### config.mk
export PLATFORM = sky130hd
export DESIGN_NAME = temporal_avg_pool_flat
export DESIGN_NICKNAME = d
export VERILOG_FILES = /design/src/rtl/temporal_avg_pool_if.sv /design/src/rtl/temporal_avg_pool.sv /design/src/flat_wrapper.sv
export SDC_FILE = /design/constraint.sdc
export NUM_CORES = 1
export LEC_CHECK = 0
export CORE_MARGIN = 3
export CORE_UTILIZATION = 50
export CTS_CLUSTER_DIAMETER = 80
export DETAILED_ROUTE_END_ITERATION = 16
export DONT_BUFFER_PORTS = 1
export SLEW_MARGIN = 15
export SYNTH_ARGS = -nofsm -noshare
export SYNTH_HDL_FRONTEND = slang
export SYNTH_SLANG_ARGS = --single-unit
### constraint.sdc
create_clock -name clk -period 7.8 [get_ports clk]
set_clock_uncertainty 0.05 [all_clocks]
set_input_delay 1.56 -clock clk [delete_from_list [all_inputs] [get_ports clk]]
set_output_delay 1.56 -clock clk [all_outputs]
set_load 0.005 [all_outputs]
### src/rtl/temporal_avg_pool_if.sv
// Sample-stream bundle between the temporal FIR stage and the average-pooling stage.
// The master drives samples and receives pooled results; the slave is the pooling block.
interface temporal_avg_pool_if #(
  parameter int unsigned DATA_WIDTH = 16
);
  logic signed [DATA_WIDTH-1:0] x_in;
  logic                         x_valid;
  logic                         x_last;
  logic signed [DATA_WIDTH-1:0] y_out;
  logic                         y_valid;
  logic                         y_last;
  logic                         frame_done;

  modport master (
    output x_in, x_valid, x_last,
    input  y_out, y_valid, y_last, frame_done
  );

  modport slave (
    input  x_in, x_valid, x_last,
    output y_out, y_valid, y_last, frame_done
  );
endinterface

### src/rtl/temporal_avg_pool.sv
// Streaming 1D average pooling: rounded mean of each POOL_SIZE window, one output every STRIDE
// samples, with windows confined to a single frame.
module temporal_avg_pool #(
  parameter int unsigned DATA_WIDTH = 16,
  parameter int unsigned POOL_SIZE  = 8,
  parameter int unsigned STRIDE     = 8,
  parameter int unsigned SUM_WIDTH  = DATA_WIDTH + $clog2(POOL_SIZE) + 1
) (
  input logic                  clk,
  input logic                  rst,
  temporal_avg_pool_if.slave   bus
);

  localparam int unsigned ShiftW = $clog2(POOL_SIZE);
  localparam int unsigned FillW  = $clog2(POOL_SIZE + 1);
  localparam int unsigned StrW   = $clog2(STRIDE + 1);

  localparam logic [FillW-1:0]            FillFull = FillW'(POOL_SIZE);
  localparam logic [FillW-1:0]            FillLast = FillW'(POOL_SIZE - 1);
  localparam logic [StrW-1:0]             StrideN  = StrW'(STRIDE);
  localparam logic signed [SUM_WIDTH-1:0] Half     = SUM_WIDTH'(POOL_SIZE / 2);

  logic signed [DATA_WIDTH-1:0] window_q [POOL_SIZE];
  logic [FillW-1:0]             fill_q, fill_d;
  logic [StrW-1:0]              stride_q, stride_d, stride_inc;
  logic signed [SUM_WIDTH-1:0]  sum_q, sum_d, sum_new;
  logic signed [SUM_WIDTH-1:0]  x_ext, old_ext, rounded;
  logic signed [SUM_WIDTH-1:0]  pend_sum_q;
  logic                         emit_d, emit_q;
  logic                         last_q, done_q;
  logic signed [DATA_WIDTH-1:0] y_out_q, y_out_d;
  logic                         y_valid_q, y_last_q, frame_done_q;

  always_comb begin
    x_ext      = {{(SUM_WIDTH - DATA_WIDTH){bus.x_in[DATA_WIDTH-1]}}, bus.x_in};
    old_ext    = '0;
    if (fill_q == FillFull) begin
      old_ext = {{(SUM_WIDTH - DATA_WIDTH){window_q[POOL_SIZE-1][DATA_WIDTH-1]}},
                 window_q[POOL_SIZE-1]};
    end
    sum_new    = sum_q + x_ext - old_ext;
    stride_inc = stride_q + StrW'(1);

    emit_d   = 1'b0;
    fill_d   = fill_q;
    stride_d = stride_q;
    sum_d    = sum_new;

    if (fill_q == FillFull) begin
      // stride_q counts samples since the last emitted window
      if (stride_inc == StrideN) begin
        emit_d   = 1'b1;
        stride_d = '0;
      end else begin
        stride_d = stride_inc;
      end
    end else begin
      fill_d   = fill_q + FillW'(1);
      stride_d = '0;
      emit_d   = (fill_q == FillLast);
    end

    // Emit decision above uses pre-clear state; the frame end only resets what follows.
    if (bus.x_last) begin
      fill_d   = '0;
      stride_d = '0;
      sum_d    = '0;
    end
  end

  assign rounded = pend_sum_q + Half;
  assign y_out_d = DATA_WIDTH'(rounded >>> ShiftW);

  always_ff @(posedge clk) begin
    if (rst) begin
      for (int i = 0; i < int'(POOL_SIZE); i++) window_q[i] <= '0;
      fill_q       <= '0;
      stride_q     <= '0;
      sum_q        <= '0;
      pend_sum_q   <= '0;
      emit_q       <= 1'b0;
      last_q       <= 1'b0;
      done_q       <= 1'b0;
      y_out_q      <= '0;
      y_valid_q    <= 1'b0;
      y_last_q     <= 1'b0;
      frame_done_q <= 1'b0;
    end else begin
      emit_q <= bus.x_valid & emit_d;
      last_q <= bus.x_valid & bus.x_last;
      done_q <= bus.x_valid & bus.x_last;
      if (bus.x_valid) begin
        window_q[0] <= bus.x_in;
        for (int i = 1; i < int'(POOL_SIZE); i++) window_q[i] <= window_q[i-1];
        fill_q     <= fill_d;
        stride_q   <= stride_d;
        sum_q      <= sum_d;
        pend_sum_q <= sum_new;
      end

      y_valid_q    <= emit_q;
      y_last_q     <= emit_q & last_q;
      frame_done_q <= done_q;
      if (emit_q) y_out_q <= y_out_d;
    end
  end

  assign bus.y_out      = y_out_q;
  assign bus.y_valid    = y_valid_q;
  assign bus.y_last     = y_last_q;
  assign bus.frame_done = frame_done_q;

endmodule

### src/flat_wrapper.sv
// flat-port wrapper written by rule: the top's interface ports become plain ports
module temporal_avg_pool_flat 
#(
  parameter int unsigned DATA_WIDTH = 16,
  parameter int unsigned POOL_SIZE  = 8,
  parameter int unsigned STRIDE     = 8,
  parameter int unsigned SUM_WIDTH  = DATA_WIDTH + $clog2(POOL_SIZE) + 1
)
  (clk, rst, bus_x_in, bus_x_valid, bus_x_last, bus_y_out, bus_y_valid, bus_y_last, bus_frame_done);
  temporal_avg_pool_if #(.DATA_WIDTH(DATA_WIDTH)) bus_i ();
  input logic clk;
  input logic rst;
  input wire logic [$bits(bus_i.x_in)-1:0] bus_x_in;
  input wire logic [$bits(bus_i.x_valid)-1:0] bus_x_valid;
  input wire logic [$bits(bus_i.x_last)-1:0] bus_x_last;
  output wire logic [$bits(bus_i.y_out)-1:0] bus_y_out;
  output wire logic [$bits(bus_i.y_valid)-1:0] bus_y_valid;
  output wire logic [$bits(bus_i.y_last)-1:0] bus_y_last;
  output wire logic [$bits(bus_i.frame_done)-1:0] bus_frame_done;
  assign bus_i.x_in = bus_x_in;
  assign bus_i.x_valid = bus_x_valid;
  assign bus_i.x_last = bus_x_last;
  assign bus_y_out = bus_i.y_out;
  assign bus_y_valid = bus_i.y_valid;
  assign bus_y_last = bus_i.y_last;
  assign bus_frame_done = bus_i.frame_done;
  temporal_avg_pool #(.DATA_WIDTH(DATA_WIDTH), .POOL_SIZE(POOL_SIZE), .STRIDE(STRIDE), .SUM_WIDTH(SUM_WIDTH)) u_core (.clk(clk), .rst(rst), .bus(bus_i));
endmodule
After elaboration in Yosys (flattened, before gate mapping)
Memory sizes are Yosys's and may differ from the RTL's.
Index checks and enable logic that the tools add are counted.
{"block": "word_totals", "reg_bits": 68, "latchBits": 0, "ramBits": 128, "romBits": 0, "input_bits": 20, "out_inout_bits": 19, "elab_cells": 54, "n_memories": 1}
{"memory": "u_core.window_q", "words": 8, "width": 16, "rd": 8, "rd_clocked_by_memory_dff": 0, "wr": 8, "line_no": "temporal_avg_pool.sv:23", "source": "logic signed [DATA_WIDTH-1:0] window_q [POOL_SIZE];"}
{"block": "op_classes", "addsub": 5, "mul": 0, "div_mod_pow": 0, "n_lt_le_gt_ge": 0, "n_eq_ne": 4, "n_shift": 0, "mux": 22, "bitwise_logic": 11, "reduce_logical": 1}
{"op": "16-bit two-way mux", "n": 8}
{"op": "20-bit two-way mux", "n": 2}
{"op": "20-bit by 16-bit adder with 20-bit output", "n": 1}
{"op": "4-bit two-way mux", "n": 5}
{"op": "20-bit subtractor", "n": 1}
{"op": "19-bit by 4-bit adder with 19-bit output, second input constant", "n": 1}
{"op": "4-bit by 1-bit adder with 4-bit output, second input constant", "n": 2}
{"op": "4-bit equality test, second input constant", "n": 2}
{"op": "1-bit bitwise OR", "n": 8}
{"op": "1-bit two-way mux", "n": 7}
{"op": "4-bit by 3-bit equality test with 1-bit output, second input constant", "n": 1}
{"op": "1-bit AND", "n": 3}
{"op": "2-bit != test, second input constant", "n": 1}
{"op": "2-bit AND reduction", "n": 1}

Depth between registers and ports, before layout
Gate-level depths: netlist (run 1).
{"block": "depth", "depth_word": 5, "depth_mapped": 16, "depth_no_buf": 15}

Least setup slack after synthesis (run 1)
OpenSTA, ideal clock, no wires.
{"block": "synth_path", "path_type": "input-to-reg", "from": "input bus_x_valid", "to": "memory u_core.window_q[0][0], enable pin", "setup_ps": 1249, "arrival_ps": 4536, "t_required_ps": 6501, "setup_slack_ps": 1965, "cell_stages": 3, "n_path_buf": 1, "cell_sequence": "clkbuf_1 nor2_1 clkinv_1"}
{"item": "from (decl)", "line_no": "flat_wrapper.sv:14", "source": "input wire logic [$bits(bus_i.x_valid)-1:0] bus_x_valid;"}
{"item": "to (decl)", "line_no": "temporal_avg_pool.sv:23"}

Worst setup path after layout (run 1)
{"block": "layout_path", "from": "register u_core.fill_q[0]", "to": "register u_core.sum_q[18]"}
{"block": "layout_between", "elab_chain_cells": 4}
{"item": "from (decl)", "line_no": "temporal_avg_pool.sv:24", "source": "logic [FillW-1:0] fill_q, fill_d;"}
{"item": "from (signal assigned)", "line_no": "temporal_avg_pool.sv:95", "source": "fill_q <= fill_d;"}
{"item": "4-bit equality test", "line_no": "temporal_avg_pool.sv:37", "source": "if (fill_q == FillFull) begin"}
{"item": "20-bit two-way mux", "line_no": "temporal_avg_pool.sv:37"}
{"item": "20-bit subtractor", "line_no": "temporal_avg_pool.sv:41", "source": "sum_new = sum_q + x_ext - old_ext;"}
{"item": "20-bit two-way mux", "line_no": "temporal_avg_pool.sv:64", "source": "if (bus.x_last) begin"}
{"item": "to (signal assigned)", "line_no": "temporal_avg_pool.sv:97", "source": "sum_q <= sum_d;"}
{"item": "to (decl)", "line_no": "temporal_avg_pool.sv:26", "source": "logic signed [SUM_WIDTH-1:0] sum_q, sum_d, sum_new;"}
No other way between the ends.
A chain may end at the register's enable or synchronous reset.

==> flow_summary_export.csv, run 1 <==
group,metric,value,unit
setup_path,cp_max_fo,20,
clocking,cts_buffers,17,
layout,drive_gt1_share,5.87,%
detailed_routing,drt_iter0_markers,387,
setup_path,reg2reg_from,"u_core.fill_q[0]",
clocking,root_buffer,"clkbuf_16",
job,drv_cap,0,
setup_path,cp_slowest_cell,"a2111oi_0",
synthesis,postSynthAreaPerCell,11.5,um2
timing,max_freq,250,MHz
timing,final.setup.worst_slack,3.80,ns
setup_path,start_kind,"register",
synthesis,synth_edf_count,128,
grt,antenna_found_initial,0,
layout,nets,834,
pwr,switching_share,27.2,%
setup_path,rr_worst_depth,13,
synthesis,synth_cell_types,61,
pwr,seqPwrFrac,49.5,%
grt,grt_max_degree,72,
detailed_routing,dr.pass1.iters,4,
timing,slew_viol_final,0,
detailed_routing,wirelength,17100,um
worst_hold_path,min_from,"u_core.last_q",
place,gp_congestion,0.880,
floorplan,start_util,51.5,%
status,status,"complete, no violations",
setup_path,startpoint,"u_core.fill_q[0]",
clocking,cts.sink_count,193,
clocking,clockBufferDepth,2,
grt,grt_pass1_vias,5481,
setup_path,worstPathArrival,4.27,ns
floorplan,die_w,140,um
floorplan,dieArea,19600,um2
pwr,powerDensity,251,nW/um2
timing,hold_viol_final,0,
timing,period_needed,4.00,ns
synthesis,yosysWarnings,0,
timing,fin_tns_setup,0,ns
synthesis,synth_top_area_share,42.9,%
pwr,irDropWorstVdd,0.165,mV
detailed_routing,ant_nets,0,
setup_path,crit_required,8.07,ns
layout,fillers,1485,
synthesis,syn_inst,781,
layout,antenna_cells,0,
worst_hold_path,hold_end,"u_core.bus.frame_done",
layout,fin_area,9730,um2
clocking,cts_resized,0,
place,place_hpwl,11300,um
timing,relSlewSlack,29.1,%
place,place_ws,3.60,ns
floorplan,core_area,17400,um2
floorplan,die_h,140,um
synthesis,ys_ff_latch,193,
setup_path,crit_type,"reg2reg",
setup_path,path_buf_inv,2,
pwr,p_comb_share,16.2,%
place,portBuffers,0,
timing,setup_viol_count_final,0,
floorplan,ios,39,
setup_path,worstReg2RegEnd,"u_core.sum_q[18]",
pwr,internal_power,1.78,mW
setup_path,critPathCaptureType,"register",
setup_path,cpPeakStageDelay,0.52,ns
detailed_routing,routedWlPerCell,17.0,um
synthesis,synth_commonest_cells,"edfxtp_1 (128), and2_1 (101), inv_1 (78)",
synthesis,synthTopCellsByArea,"edfxtp_1 (43%), dfxtp_1 (15%), and2_1 (7.0%)",
worst_hold_path,hold_depth,1,
clocking,worst_setup_hold_path_clk_slew,0.07,ns
clocking,cts_tree,"yes",
pwr,switchingPower,0.664,mW
clocking,clk_latency,0.43,ns
worst_hold_path,hold_path_class,"reg2reg",
synthesis,synth_top_cell_by_area,"edfxtp_1",
setup_path,reg2reg_slack,3.80,ns
place,place_area,9170,um2
synthesis,ys.flop_type,"edfxtp_1",
clocking,hold_buffers,0,
synthesis,ys_async_sr_fraction,0,%
setup_path,cp_top_family,"simple AND/OR/NAND/NOR gates",
timing,finalCritPeriodShare,51.3,%
detailed_routing,drt-vias-per-instance,5.36,
place,numPlacedInstances,977,
setup_path,crit_chain,"inv_1 -> ha_1 -> and3b_1 -> and2_1 -> fa_1 -> inv_1 -> ha_1 -> and4_1 -> nand2_1 -> a2111oi_0 -> nor3_1 -> xnor2_1 -> a22o_1",
detailed_routing,drc_errors,0,
grt,overflow,0,
synthesis,synth.net_count,844,
synthesis,synth_area,8970,um2
detailed_routing,vias,5405,
floorplan,num_rows,48,
clocking,cts_setup_buffers,0,
synthesis,synth-seq-area-share,57.4,%
setup_path,path_depth,13,
grt,track_usage,18.4,%
clocking,htree_levels,4,
layout,syn2layout_area_growth,8.47,%
pwr,leakage,3.86,nW
timing,grt_setup_unrepaired,"no",
timing,worstMarginPinSlew,1.06,ns
grt,grt_pass1_wl,28600,um
layout,fin_cells,1009,
pwr,power,2.44,mW
pwr,clkPwrFrac,34.3,%
synthesis,synth.most_common_cell,"edfxtp_1",
-- power by group through the flow --
stage	sequential (mW)	clock, mW	combinational, mW
after floorplan	1.22	0	0.310
after global placement	1.23	0	0.387
after detailed placement	1.23	0	0.394
after CTS	1.21	0.861	0.397
after global routing	1.22	0.898	0.446
final	1.21	0.837	0.395
-- worst max path at each step --
| stage | slack (ns) | to |
|---|---|---|
| 6_report | 3.80 | u_core.sum_q[18] |
| 5_1_grt | 3.40 | u_core.pend_sum_q[18] |
| 4_1_cts | 3.80 | u_core.sum_q[8] |
| 3_5_place_dp | 3.60 | u_core.pend_sum_q[18] |
| 3_3_place_gp | 3.60 | u_core.pend_sum_q[18] |
| 2_1_floorplan | 1.97 | u_core.window_q[0][0] |
-- stage by stage --
| stage | util (%) | hold slack (ns) |
|---|---|---|
| 6_report | 55.9 | 0.404 |
| 3_5_place_dp | 52.6 | 0.397 |
| 5_1_grt | 55.9 | 0.411 |
| 2_1_floorplan | - | 0.391 |
| 4_1_cts | 55.9 | 0.405 |
| 3_3_place_gp | 52.6 | 0.396 |
-- per-layer routing --
layer	global-route usage [%]	part of all wire [%]	vias up
met5	0	0	-
met4	6.17	1.7	0
met3	3.38	3.0	19
met2	27.8	45	95
met1	27.0	50	2635
li1	-	-	2656
-- cell type report --
class	instances	area (um2)	share of cell area [%]
Timing Repair Buffer	4	30.0	0.309
Clock inverter	12	126	1.30
Tap cell	225	282	2.89
Clock buffer	20	437	4.49
Sequential cell	193	5140	52.9
Inverter	79	299	3.07
Multi-Input combinational cell	476	3410	35.1
-- cells in the final DEF (no fill, tap or decap), types with 4 or more instances in the layout --
| cell type | n |
|---|---|
| fa_1 | 18 |
| dfxtp_1 | 65 |
| edfxtp_1 | 128 |
| mux2i_1 | 8 |
| buf_4 | 4 |
| a31oi_1 | 5 |
| ha_1 | 25 |
| nor2b_1 | 40 |
| nor2_1 | 64 |
| inv_6 | 6 |
| xor2_1 | 11 |
| nand3_1 | 12 |
| a22o_1 | 16 |
| o21ai_0 | 18 |
| nand4_1 | 5 |
| nand2b_1 | 5 |
| nand2_1 | 25 |
| a2bb2oi_1 | 4 |
| and2_1 | 101 |
| inv_1 | 78 |
| nor3_1 | 6 |
| clkbuf_16 | 17 |
| or3_1 | 4 |
| a211oi_1 | 16 |
| xnor2_1 | 16 |
| a21oi_1 | 18 |
| and3_1 | 6 |
-- state kept, by name, summed over array words and instances (netlist names) --
name,count
u_core.bus.y_out,16
u_core.pend_sum_q,17
u_core.fill_q,4
u_core.sum_q,19
u_core.bus.y_last,1
u_core.emit_q,1
u_core.last_q,1
u_core.bus.frame_done,1
u_core.stride_q,4
u_core.window_q,128
u_core.bus.y_valid,1
-- cells by family (layout without fill, tap and decap cells) --
family	count (synthesis)	count (layout)	synth area share [%]
and+or+nand+nor	281	281	17.1
DFF	193	193	57.4
AOI/OAI and AO/OA	117	117	9.85
buffers and inverters	112	115	4.70
adders and majority gates	43	43	7.50
xor gates and xnor gates	27	27	2.64
muxes	8	8	0.893
Power figures use the tool's default switching activity.
==> run 2, diff against run 1 <==
- PLACE_DENSITY: unset -> 0.68
- clock period: 7.8 -> 3.25 ns (I/O delays scaled with it)
==> flow_summary_export.csv, run 2 (same netlist as run 1, synthesis figures left out) <==
group,metric,value,unit
floorplan,num_rows,48,
clocking,clk_latency,0.44,ns
timing,final.setup.worst_slack,-0.0749,ns
pwr,irDropWorstVdd,0.414,mV
clocking,cts.sink_count,193,
grt,track_usage,19.1,%
clocking,clockBufferDepth,2,
floorplan,start_util,51.5,%
layout,final_cell_mix,"edfxtp_1 (128), and2_1 (95), inv_1 (69)",
layout,drive_gt1_share,19.2,%
timing,setup_viol_count_final,8,
pwr,powerDensity,592,nW/um2
detailed_routing,ant_nets,0,
detailed_routing,vias,5629,
pwr,leakage,4.14,nW
clocking,root_buffer,"clkbuf_16",
layout,multi_input_area,3780,um2
job,drv_cap,0,
setup_path,critPathCaptureType,"register",
timing,slew_viol_final,0,
floorplan,die_h,140,um
floorplan,dieArea,19600,um2
setup_path,reg2reg_slack,-0.07,ns
layout,syn2layout_area_growth,16.4,%
floorplan,die_w,140,um
place,gp_congestion,0.862,
grt,grt_max_degree,77,
detailed_routing,dr.max_layer_used,"met4",
detailed_routing,drt_iter0_markers,331,
place,place_hpwl,11900,um
setup_path,cp_slowest_cell,"fa_1",
detailed_routing,drc_errors,0,
worst_hold_path,hold_path_class,"in2reg",
layout,antenna_cells,0,
clocking,cts_tree,"yes",
layout,final_core_util,59.9,%
clocking,htree_levels,4,
layout,fin_area,10400,um2
clocking,cts_buffers,17,
layout,largest_registers,"u_core.window_q (128), u_core.sum_q (19), u_core.pend_sum_q (17)",
layout,top_register,"u_core.window_q",
detailed_routing,routedWlPerCell,17.1,um
clocking,hold_buffers,0,
layout,largest_reg_flops,128,
timing,finalCritPeriodShare,102,%
detailed_routing,wl_met2,8750,um
timing,grt_setup_unrepaired,"yes",
timing,worstMarginPinSlew,1.04,ns
detailed_routing,wirelength,18000,um
setup_path,crit_required,3.53,ns
detailed_routing,dr.pass1.iters,4,
grt,grt_pass1_vias,5807,
clocking,worst_setup_hold_path_clk_slew,0.07,ns
layout,regArea,5150,um2
grt,antenna_found_initial,0,
layout,layout_commonest_cell,"edfxtp_1",
detailed_routing,met1_length,8380,um
status,status,"finished, violations left",
detailed_routing,drt-vias-per-instance,5.35,
layout,nets,877,
layout,fillers,1426,
place,place_area,9560,um2
floorplan,core_area,17400,um2
setup_path,worstPathArrival,3.60,ns
setup_path,cpPeakStageDelay,0.47,ns
grt,grt_pass1_wl,29500,um
timing,hold_viol_final,0,
timing,period_needed,3.32,ns
setup_path,cp_max_fo,8,
setup_path,crit_chain,"inv_2 -> ha_4 -> and3b_2 -> buf_4 -> and2_1 -> fa_1 -> inv_1 -> ha_4 -> buf_4 -> a21o_2 -> o211a_1 -> or3_4 -> a32o_1",
setup_path,start_kind,"register",
setup_path,crit_type,"reg2reg",
pwr,power,6.18,mW
grt,overflow,0,
place,portBuffers,0,
floorplan,ios,39,
timing,relSlewSlack,30.7,%
status,violations,"negative setup slack",
detailed_routing,wl_met3,608,um
timing,max_freq,301,MHz
==> run 2: per-stage QoR <==
stage | cells | setup slack (ns) | setup TNS (ns) | hold slack, ns
2_1_floorplan | 781 | -0.0488 | -0.0975 | 0.391
3_3_place_gp | 1006 | -0.0754 | -0.310 | 0.397
3_5_place_dp | 1006 | -0.119 | -1.00 | 0.403
4_1_cts | 1046 | -0.0617 | -0.240 | 0.212
5_1_grt | 1052 | -0.177 | -1.79 | 0.208
6_report | 1052 | -0.0749 | -0.365 | 0.223
==> run 2: power breakdown <==
part	total [mW]	switching [mW]	internal, mW
logic	1.29	0.684	0.605
registers	2.90	0.0955	2.81
clock network	1.99	0.979	1.01
total	6.18	1.76	4.42
==> run 2: cell type report <==
class | instances | area share, %
clock buffer | 18 | 4.11
inverter | 79 | 2.86
timing repair buffer | 47 | 3.66
clock inverter | 14 | 1.16
sequential | 193 | 49.3
tap | 225 | 2.70
multi-input combinational | 476 | 36.2
==> run 2: what timing repair did <==
action	in CTS	in global routing
gates resized for setup	19	37
cloned	1	0
pin swaps	25	22
setup buffers	7	6
setup endpoints to repair	20	27
==> run 2: final timing paths <==
kind | from | to | cells past startpoint
setup / recovery | u_core.fill_q[0] | u_core.sum_q[13] | 13
hold reg to reg | u_core.last_q | u_core.bus.frame_done | 1
setup reg to reg | u_core.fill_q[0] | u_core.sum_q[13] | 13
hold / removal | rst | u_core.fill_q[1] | 1
==> run 2: layer usage <==
layer | GRT usage [%] | vias up
li1 | - | 2745
met1 | 25.6 | 2779
met2 | 31.0 | 82
met3 | 4.64 | 23
met4 | 5.81 | 0
met5 | 0 | -
==> run 2: worst max-delay path: cells and delay by family, from the launching register on <==
kind	cells	cell delay, ns
AOI/OAI and AO/OA	3	0.72
adders and majority gates	3	0.88
buffers and inverters	4	0.44
DFF	1	0.34
and+or+nand+nor	3	0.79
